**config.mk**
```make
export PLATFORM = sky130hd
export DESIGN_NAME = risc_execute
export DESIGN_NICKNAME = d
export VERILOG_FILES = /design/src/rtl/risc_pkg.sv /design/src/rtl/risc_alu.sv /design/src/rtl/risc_execute.sv
export SDC_FILE = /design/constraint.sdc
export NUM_CORES = 1
export LEC_CHECK = 0
export CORE_UTILIZATION = 50
export DETAILED_ROUTE_END_ITERATION = 10
export GPL_TIMING_DRIVEN = 0
export MAX_ROUTING_LAYER = met4
export PLACE_DENSITY_LB_ADDON = 0.25
export RECOVER_POWER = 100
export SLEW_MARGIN = 20
export SYNTH_ARGS = -nofsm -noshare
export SYNTH_HDL_FRONTEND = slang
export SYNTH_SLANG_ARGS = --single-unit
```
**constraint.sdc**
```tcl
create_clock -name clk -period 3.18 [get_ports clk]
set_input_delay 0.636 -clock clk [delete_from_list [all_inputs] [get_ports clk]]
set_output_delay 0.636 -clock clk [all_outputs]
set_load 0.005 [all_outputs]
```
**src/rtl/risc_pkg.sv**
```systemverilog
// Shared opcodes, FSM state type and default widths for the execute stage.
// Latency: n/a (package only).
// Backpressure: n/a.
package risc_pkg;

    localparam int unsigned RISC_DATA_W      = 8;
    localparam int unsigned RISC_TIMEOUT_CYC = 15;
    localparam int unsigned RF_DEPTH         = 8;

    localparam logic [3:0] OP_NOP = 4'b0000;
    localparam logic [3:0] OP_ADD = 4'b0001;
    localparam logic [3:0] OP_SUB = 4'b0010;
    localparam logic [3:0] OP_AND = 4'b0011;
    localparam logic [3:0] OP_OR  = 4'b0100;
    localparam logic [3:0] OP_XOR = 4'b0101;
    localparam logic [3:0] OP_NOT = 4'b0110;
    localparam logic [3:0] OP_SHL = 4'b0111;
    localparam logic [3:0] OP_SHR = 4'b1000;
    localparam logic [3:0] OP_LD  = 4'b1110;
    localparam logic [3:0] OP_ST  = 4'b1111;

    typedef enum logic {
        ST_EXEC = 1'b0,
        ST_MEM  = 1'b1
    } eu_state_e;

    // Opcodes 1001..1101 fall outside this range and execute as nop.
    function automatic logic is_alu_op(input logic [3:0] op);
        return (op >= OP_ADD) && (op <= OP_SHR);
    endfunction

endpackage

```
**src/rtl/risc_alu.sv**
```systemverilog
// Combinational ALU: add/sub/logic/shift with carry, borrow or shifted-out bit.
// Latency: 0 cycles.
// Backpressure: none (pure function of inputs).
module risc_alu
    import risc_pkg::*;
#(
    parameter int unsigned DATA_W = RISC_DATA_W
) (
    input  logic [3:0]        opcode,
    input  logic [DATA_W-1:0] a,
    input  logic [DATA_W-1:0] b,
    output logic [DATA_W-1:0] result,
    output logic              carry
);

    always_comb begin
        result = '0;
        carry  = 1'b0;
        case (opcode)
            OP_ADD: {carry, result} = {1'b0, a} + {1'b0, b};
            OP_SUB: begin
                result = a - b;
                carry  = (a < b);
            end
            OP_AND: result = a & b;
            OP_OR:  result = a | b;
            OP_XOR: result = a ^ b;
            OP_NOT: result = ~a;
            OP_SHL: begin
                result = {a[DATA_W-2:0], 1'b0};
                carry  = a[DATA_W-1];
            end
            OP_SHR: begin
                result = {1'b0, a[DATA_W-1:1]};
                carry  = a[0];
            end
            default: begin
                result = '0;
                carry  = 1'b0;
            end
        endcase
    end

endmodule

```
**src/rtl/risc_execute.sv**
```systemverilog
// Execute/writeback stage: 8-entry register file, ALU ops and ld/st via req/ack; RISC_EU_TIMEOUT_EN adds a memory-wait timeout.
// Latency: ALU result on wb_* one cycle after issue; ld/st occupy >= 2 cycles.
// Backpressure: eu_stall holds the front end while a memory access is outstanding.
module risc_execute
    import risc_pkg::*;
#(
    parameter int unsigned DATA_W      = RISC_DATA_W,
    parameter int unsigned TIMEOUT_CYC = RISC_TIMEOUT_CYC
) (
    input  logic              clk,
    input  logic              rst_n,
    input  logic [3:0]        du_opcode,
    input  logic [3:0]        dmaddr,
    input  logic [2:0]        opnda,
    input  logic [2:0]        opndb,
    input  logic [2:0]        dst,
    output logic              eu_stall,
    output logic              dm_req,
    output logic              dm_we,
    output logic [3:0]        dm_addr,
    output logic [DATA_W-1:0] dm_wdata,
    input  logic [DATA_W-1:0] dm_rdata,
    input  logic              dm_ack,
    output logic              wb_valid,
    output logic [2:0]        wb_addr,
    output logic [DATA_W-1:0] wb_data,
    output logic              flag_z,
    output logic              flag_c,
    output logic              eu_err
);

    eu_state_e         state_q;
    eu_state_e         state_d;
    logic [DATA_W-1:0] rf [RF_DEPTH];
    logic [2:0]        ld_dst_q;
    logic [DATA_W-1:0] alu_res;
    logic              alu_c;
    logic              is_alu;
    logic              is_ld;
    logic              is_st;
    logic              timeout;

    assign is_alu   = is_alu_op(du_opcode);
    assign is_ld    = (du_opcode == OP_LD);
    assign is_st    = (du_opcode == OP_ST);
    assign eu_stall = (state_q == ST_MEM);

    risc_alu #(
        .DATA_W (DATA_W)
    ) u_alu (
        .opcode (du_opcode),
        .a      (rf[opnda]),
        .b      (rf[opndb]),
        .result (alu_res),
        .carry  (alu_c)
    );

`ifdef RISC_EU_TIMEOUT_EN
    localparam int unsigned CNT_W = $clog2(TIMEOUT_CYC + 1);

    logic [CNT_W-1:0] to_cnt_q;
    logic             eu_err_q;

    // Fires on the TIMEOUT_CYC-th MEM cycle without ack; a same-cycle ack wins.
    assign timeout = (state_q == ST_MEM) && !dm_ack &&
                     (to_cnt_q == CNT_W'(TIMEOUT_CYC - 1));
    assign eu_err  = eu_err_q;

    always_ff @(posedge clk or negedge rst_n) begin
        if (!rst_n) begin
            to_cnt_q <= '0;
            eu_err_q <= 1'b0;
        end else begin
            if (state_q == ST_EXEC) begin
                to_cnt_q <= '0;
            end else if (!dm_ack) begin
                to_cnt_q <= to_cnt_q + CNT_W'(1);
            end
            if (timeout) begin
                eu_err_q <= 1'b1;
            end
        end
    end
`else
    assign timeout = 1'b0;
    assign eu_err  = 1'b0;
`endif

    always_ff @(posedge clk or negedge rst_n) begin
        if (!rst_n) begin
            state_q <= ST_EXEC;
        end else begin
            state_q <= state_d;
        end
    end

    always_comb begin
        state_d = state_q;
        case (state_q)
            ST_EXEC: begin
                if (is_ld || is_st) begin
                    state_d = ST_MEM;
                end
            end
            ST_MEM: begin
                if (dm_ack || timeout) begin
                    state_d = ST_EXEC;
                end
            end
            default: state_d = ST_EXEC;
        endcase
    end

    always_ff @(posedge clk or negedge rst_n) begin
        if (!rst_n) begin
            for (int i = 0; i < int'(RF_DEPTH); i++) begin
                rf[i] <= '0;
            end
            ld_dst_q <= '0;
            dm_req   <= 1'b0;
            dm_we    <= 1'b0;
            dm_addr  <= '0;
            dm_wdata <= '0;
            wb_valid <= 1'b0;
            wb_addr  <= '0;
            wb_data  <= '0;
            flag_z   <= 1'b0;
            flag_c   <= 1'b0;
        end else begin
            wb_valid <= 1'b0;
            case (state_q)
                ST_EXEC: begin
                    if (is_alu) begin
                        rf[dst]  <= alu_res;
                        wb_valid <= 1'b1;
                        wb_addr  <= dst;
                        wb_data  <= alu_res;
                        flag_z   <= (alu_res == '0);
                        flag_c   <= alu_c;
                    end else if (is_ld) begin
                        dm_req   <= 1'b1;
                        dm_we    <= 1'b0;
                        dm_addr  <= dmaddr;
                        ld_dst_q <= dst;
                    end else if (is_st) begin
                        dm_req   <= 1'b1;
                        dm_we    <= 1'b1;
                        dm_addr  <= dmaddr;
                        dm_wdata <= rf[opnda];
                    end
                end
                ST_MEM: begin
                    // Request fields stay frozen here; decode inputs are don't-care.
                    if (dm_ack) begin
                        dm_req <= 1'b0;
                        if (!dm_we) begin
                            rf[ld_dst_q] <= dm_rdata;
                            wb_valid     <= 1'b1;
                            wb_addr      <= ld_dst_q;
                            wb_data      <= dm_rdata;
                        end
                    end else if (timeout) begin
                        dm_req <= 1'b0;
                    end
                end
                default: ;
            endcase
        end
    end

endmodule
```
# --- Word level (Yosys, flattened, before mapping) ---
# Index checks and enable logic that the tools add are counted.
word_totals:
  register_bits: 96
  input_bits: 28
  out_inout_bits: 30
  word_cells: 109
classes:
  n_addsub: 2
  magnitude_cmp: 9
  eq_ne: 15
  n_mux: 41
  n_bitwise: 11
  n_reduce_logical: 12
op_table:
  columns: ["cell", "count"]
  rows:
  - ["2-to-1 mux 64 bit", 3]
  - ["bitwise mux 64 bit", 2]
  - ["case mux 64 bit (2 select lines)", 1]
  - ["2-to-1 mux 8 bit", 9]
  - ["case mux 8 bit (8 select lines)", 1]
  - ["binary-select mux 8 bit (select 3 bit)", 2]
  - ["demux 8 bit (select 3 bit)", 2]
  - ["equality test 4 x 3 -> 1 bit, second input constant", 4]
  - [">= comparator 4 bit, second input constant", 4]
  - ["NOT 3 -> 4 bit", 4]
  - ["case mux 8 bit (2 select lines)", 1]
  - ["equality test 4 bit, second input constant", 3]
  - ["AND reduction 3 bit", 4]
  - ["2-to-1 mux 1 bit", 10]
  - ["adder 8 x 8 -> 9 bit", 1]
  - ["2-to-1 mux 3 bit", 3]
  - ["bitwise AND 8 bit", 1]
  - ["equality test 4 x 2 -> 1 bit, second input constant", 2]
  - ["zero test 8 bit", 1]
  - ["less-than comparator 4 x 1 -> 1 bit, second input constant", 2]
  - ["less-than comparator 8 bit", 1]
  - ["2-to-1 mux 4 bit", 2]
  - ["inequality test 2 bit, second input constant", 4]
  - ["NOT 8 bit", 1]
  - ["16 further kinds", 22]

# --- Depth between registers and ports, before layout ---
depth:
  depth_word: 9
  ltp_mapped: 16
  ltp_nobuf: 14

# --- By module ---
# A second synthesis with hierarchy kept.
unflattened:
  cells_unflattened: 721
  area_unflattened_um2: 7056.8
by_module_without_submodules:
  columns: ["mod", "instances", "cells_each", "area_per_inst_um2", "seq_area_each_um2"]
  rows:
  - ["risc_execute", 1, 512, 5650.4, 2402.3]
  - ["risc_alu", 1, 209, 1406.3, 0.0]

# --- Worst setup path after synthesis ---
# No wires, ideal clock.
synth_path:
  path_type: "input to register"
  start: "in opndb[0]"
  end: "reg rf[13] (netlist bit)"
  setup_ns: 0.125
  arrival_ns: 4.397
  t_required_ns: 3.055
  slack_ns: -1.342
  path_stages: 13
  n_path_buf: 2
  cell_sequence: "clkbuf_1 > buf_1 > mux4_2 > mux2i_1 > inv_1 > ha_1 > a211o_1 > a211oi_1 > or4_1 > o21ai_0 > o31ai_4 > o22ai_1 > mux2_2"
synth_between:
  elab_chain_len: 9
  word_cells_on_any_way: 13
  classes_between: "add/sub: 2; mux: 7; bitwise: 4"
synth_lines:
  columns: ["element", "line", "text"]
  rows:
  - ["from (decl)", "risc_execute.sv:15", "input logic [2:0] opndb,"]
  - ["NOT 3 -> 4 bit (implied by the code) *", "risc_execute.sv:53", ".b (rf[opndb]),"]
  - ["binary-select mux 8 bit (select 3 bit) *", "risc_execute.sv:53", null]
  - ["2-to-1 mux 8 bit (implied by the code) * (2 in a row)", "risc_execute.sv:53", null]
  - ["subtractor 8 bit, or another cell as far along", "risc_alu.sv:22", "result = a - b;"]
  - ["case mux 8 bit (8 select lines) *", "risc_alu.sv:19", "case (opcode)"]
  - ["bitwise mux 64 bit *", "risc_execute.sv:134", "rf[dst] <= alu_res;"]
  - ["2-to-1 mux 64 bit *", "risc_execute.sv:133", "if (is_alu) begin"]
  - ["case mux 64 bit (2 select lines) *", "risc_execute.sv:131", "case (state_q)"]
  - ["to (signal, indexed assignment)", "risc_execute.sv:134", null]
  - ["to (signal, indexed assignment)", "risc_execute.sv:157", "rf[ld_dst_q] <= dm_rdata;"]
  - ["to (decl)", "risc_execute.sv:34", "logic [DATA_W-1:0] rf [RF_DEPTH];"]
# Mark *: on every way between the ends. The rest lies on a longest branch, timed or not. The select of a mux whose other input is x is not followed.
# A chain may end at the register's enable or synchronous reset.

# --- Worst setup path after layout ---
layout_path:
  start: "in opndb[0]"
  end: "reg flag_z"
layout_between:
  elab_chain_len: 7
  word_cells_on_any_way: 11
  classes_between: "add/sub: 2; mux: 4; bitwise: 4; reduce/logical: 1"
layout_lines:
  columns: ["element", "line", "text"]
  rows:
  - ["NOT 3 -> 4 bit (implied by the code) *", "risc_execute.sv:53", null]
  - ["binary-select mux 8 bit (select 3 bit) *", "risc_execute.sv:53", null]
  - ["2-to-1 mux 8 bit (implied by the code) * (2 in a row)", "risc_execute.sv:53", null]
  - ["subtractor 8 bit, or another cell as far along", "risc_alu.sv:22", null]
  - ["case mux 8 bit (8 select lines) *", "risc_alu.sv:19", null]
  - ["zero test 8 bit *", "risc_execute.sv:138", "flag_z <= (alu_res == '0);"]
  - ["to (signal assigned)", "risc_execute.sv:138", null]
  - ["to (decl)", "risc_execute.sv:27", "output logic flag_z,"]
# Marks and branches as above.

==> out/qor.txt <==
htree depth = 3
DRC errors left = 0
Leak = 3.74 nW
Syn Area/Cell = 9.73 um^2
reg2reg end = flag_z
Antenna Cells = 0
Slew Limit Fails = 0
Crit Path Max Fanout = 6
DR vias = 6387
most frequent cells in the layout = dfrtp_1 (96), nand2_1 (70), nor2_1 (54)
reg2reg path depth = 12
data required time of the worst path = 3.44 ns
max cap viols = 0
WL/cell = 22.9 um
DR pass1 iterations = 5
root buf cell = clkbuf_16
Final WS setup = -0.304 ns
Clock Pin Slew Worst Setup and Hold Paths = 0.07 ns
most common cell after layout, fill and taps aside = dfrtp_1
FF+latch count, synth = 96
post-synthesis sequential area ratio = 0.357
post-route ant nets = 0
synth warn = 0
Worst VDD drop = 0.378 mV
Async SR Flop Fraction = 1.00
RSZ-0062 raised after global routing = true
core region area = 0.0132 mm^2
Setup-failing EPs final = 56
violated checks = negative setup slack
syn_nets = 746
post-synthesis mux area share = 0.169
initial antenna violation count = 0
Final period util = 1.10
worst slew margin relative to its limit = 0.264
Num CTS Buffers = 9
status = finished, violations left
fraction of layout cells with a size suffix above 1 = 0.327
xor/xnor share of the synthesized area = 0.00651
largest family of logic cells by synthesized area = compound AO/OA/AOI/OAI gates
IO buf count = 51
Site Rows = 42
Synth Area in Simple Gates = 0.137
Post-Syn Area = 0.00673 mm^2
RD Place Congestion = 0.931
Final Hold Fails = 0
post-synthesis adder-cell area fraction = 0.0525
actual slew at the worst max-slew pin = 1.10 ns
hpwl dp = 16.0 mm
Initial Util = 0.510
grt ovf = 0
kind of critical path = in -> reg
clk buf depth = 2
num ports = 58
post-layout util = 0.697
largest net degree at the start of global routing = 79
Synth cell types = 68
Mapped Cells = 691
pwr dens = 608 mW/mm^2
clock skew = 0.00925 ns
Tot GR Track Use = 0.329
vias in the first global route = 6336
routed vias/inst = 6.47
Post-Layout Cell Count = 987
Hold Crit Class = in -> async
first-pass GRT wire length = 34.4 mm
DIE WIDTH = 118 um
Die Y = 118 um
# clock sinks = 96
r2r setup slk = -0.20 ns
Max Freq = 287 MHz
r2r startpoint = rf[32]
number of synthesized flops with an enable pin = 0
clk_lat worst skew = 0.36 ns
Die Area = 0.0139 mm^2
Area Growth Syn to Fin = 36.8%
ys flop type = dfrtp_1
crit path DAT = 3.74 ns
Critical Path Sink Type = register
Post-Place Cells = 919
Synth Area in Compound Gates = 0.232
DRT iter0 DRCs = 719
routed wire length = 22.6 mm
CTS tree = yes
fin crit period = 3.48 ns
CP startpoint kind = primary input
Nets = 861
-- cells in the mapped netlist (3+ instances only) --
| master | count | area (um^2) |
|---|---|---|
| a21oi_1 | 17 | 85.1 |
| buf_2 | 8 | 40.0 |
| nand2_1 | 74 | 278 |
| nor2_1 | 59 | 221 |
| nor4bb_1 | 3 | 30.0 |
| o21ai_1 | 11 | 55.1 |
| ha_1 | 25 | 313 |
| nor2b_1 | 5 | 31.3 |
| clkbuf_1 | 27 | 101 |
| o31ai_1 | 5 | 37.5 |
| mux2_2 | 12 | 135 |
| and2_1 | 3 | 18.8 |
| o21a_1 | 31 | 233 |
| o32a_1 | 4 | 40.0 |
| or3b_2 | 3 | 26.3 |
| o22a_1 | 18 | 158 |
| nand4_1 | 4 | 25.0 |
| o221ai_1 | 26 | 228 |
| or3_1 | 5 | 31.3 |
| dfrtp_1 | 96 | 2400 |
| a22oi_1 | 7 | 52.6 |
| mux4_2 | 18 | 405 |
| nand2b_1 | 6 | 37.5 |
| o21ai_0 | 41 | 205 |
| buf_1 | 10 | 37.5 |
| o22ai_1 | 11 | 68.8 |
| mux2i_1 | 39 | 390 |
| a22o_1 | 3 | 26.3 |
| nor3_1 | 9 | 45.0 |
| a221o_1 | 4 | 40.0 |
| a31oi_1 | 11 | 68.8 |
| inv_1 | 25 | 93.8 |
| xnor2_1 | 5 | 43.8 |
| mux4_1 | 6 | 158 |
| nand3b_1 | 3 | 22.5 |
| a21o_1 | 3 | 22.5 |
| nand3_1 | 6 | 30.0 |
| a221oi_1 | 6 | 52.6 |
| nand3b_2 | 3 | 33.8 |
-- per-layer routing --
layer | GRT usage | routed length, um | vias up
met3 | 0.0378 | 1390 | 73
met5 | - | 0 | -
met1 | 0.394 | 8870 | 3178
met4 | 0.147 | 723 | 0
li1 | - | - | 2827
met2 | 0.560 | 11600 | 309
-- layout make-up --
| cell class | count | area [um^2] |
|---|---|---|
| multi-input cells | 521 | 4800 |
| fillers | 989 | 3990 |
| flip-flops and latches | 96 | 2400 |
| repair buffers | 107 | 1060 |
| plain buffers | 45 | 319 |
| clock buffers | 10 | 239 |
| well taps | 176 | 220 |
| inverters | 26 | 104 |
| clock inverters | 6 | 50.0 |
-- metrics by stage --
step | setup WS (ns) | hold WS [ns] | TNS [ns] | area [um^2] | total power, mW
after floorplan | -0.390 | 0.340 | -14.17 | 6930 | 3.13
after global placement | -2.21 | 0.461 | -303.40 | 7660 | 3.76
after detailed placement | -1.70 | 0.468 | -95.56 | 7700 | 3.82
after CTS | -0.284 | 0.124 | -9.75 | 8640 | 5.19
after global routing | -0.387 | 0.496 | -15.47 | 9200 | 5.86
final | -0.304 | 0.461 | -10.29 | 9200 | 5.59
-- what timing repair did --
action                                  4_1_cts  5_1_grt
endpoints found under the setup margin       77       73
pin swaps                                    20       38
setup buffers                                26       26
cloned                                        3        2
resized for setup                            85       96
hold buffers                                  0        0
-- worst max path at each step --
stage	start	to	cells past startpoint
3_3_place_gp	rst_n	rf[38]	1
2_1_floorplan	opndb[0]	rf[14]	15
5_1_grt	opndb[0]	rf[1]	15
4_1_cts	opndb[0]	rf[22]	16
3_5_place_dp	opnda[1]	rf[5]	13
6_report	opndb[0]	flag_z	14
-- flip-flops by register name (all words and copies together) (netlist names), 3 cells and up --
register	flops
wb_addr	3
ld_dst_q	3
rf	64
wb_data	8
dm_wdata	8
dm_addr	4
-- critical path: stages --
cell,delay (ns)
clkbuf_16,0.13
buf_12,0.12
mux4_2,0.52
mux2i_4,0.21
inv_2,0.11
ha_4,0.19
fa_2,0.43
nor4bb_4,0.16
a31oi_1,0.16
a31oi_1,0.13
a221o_1,0.34
nor3_1,0.15
nand4_1,0.21
o41ai_2,0.24
-- power by group --
group	internal (mW)	switching (mW)	leakage [nW]
clock network	0.564	0.518	0.141
registers	1.52	0.257	1.23
logic	1.35	1.39	2.38
-- cells by family (layout without fill, tap and decap cells) --
family,count (synthesis),count (layout)
compound gates,216,216
simple gates,195,195
fa+ha+maj,27,27
flops,96,96
other cells,1,1
buf+inv,74,194
mux,77,77
xor+xnor,5,5
No activity file was read; power rests on OpenSTA's default activity.
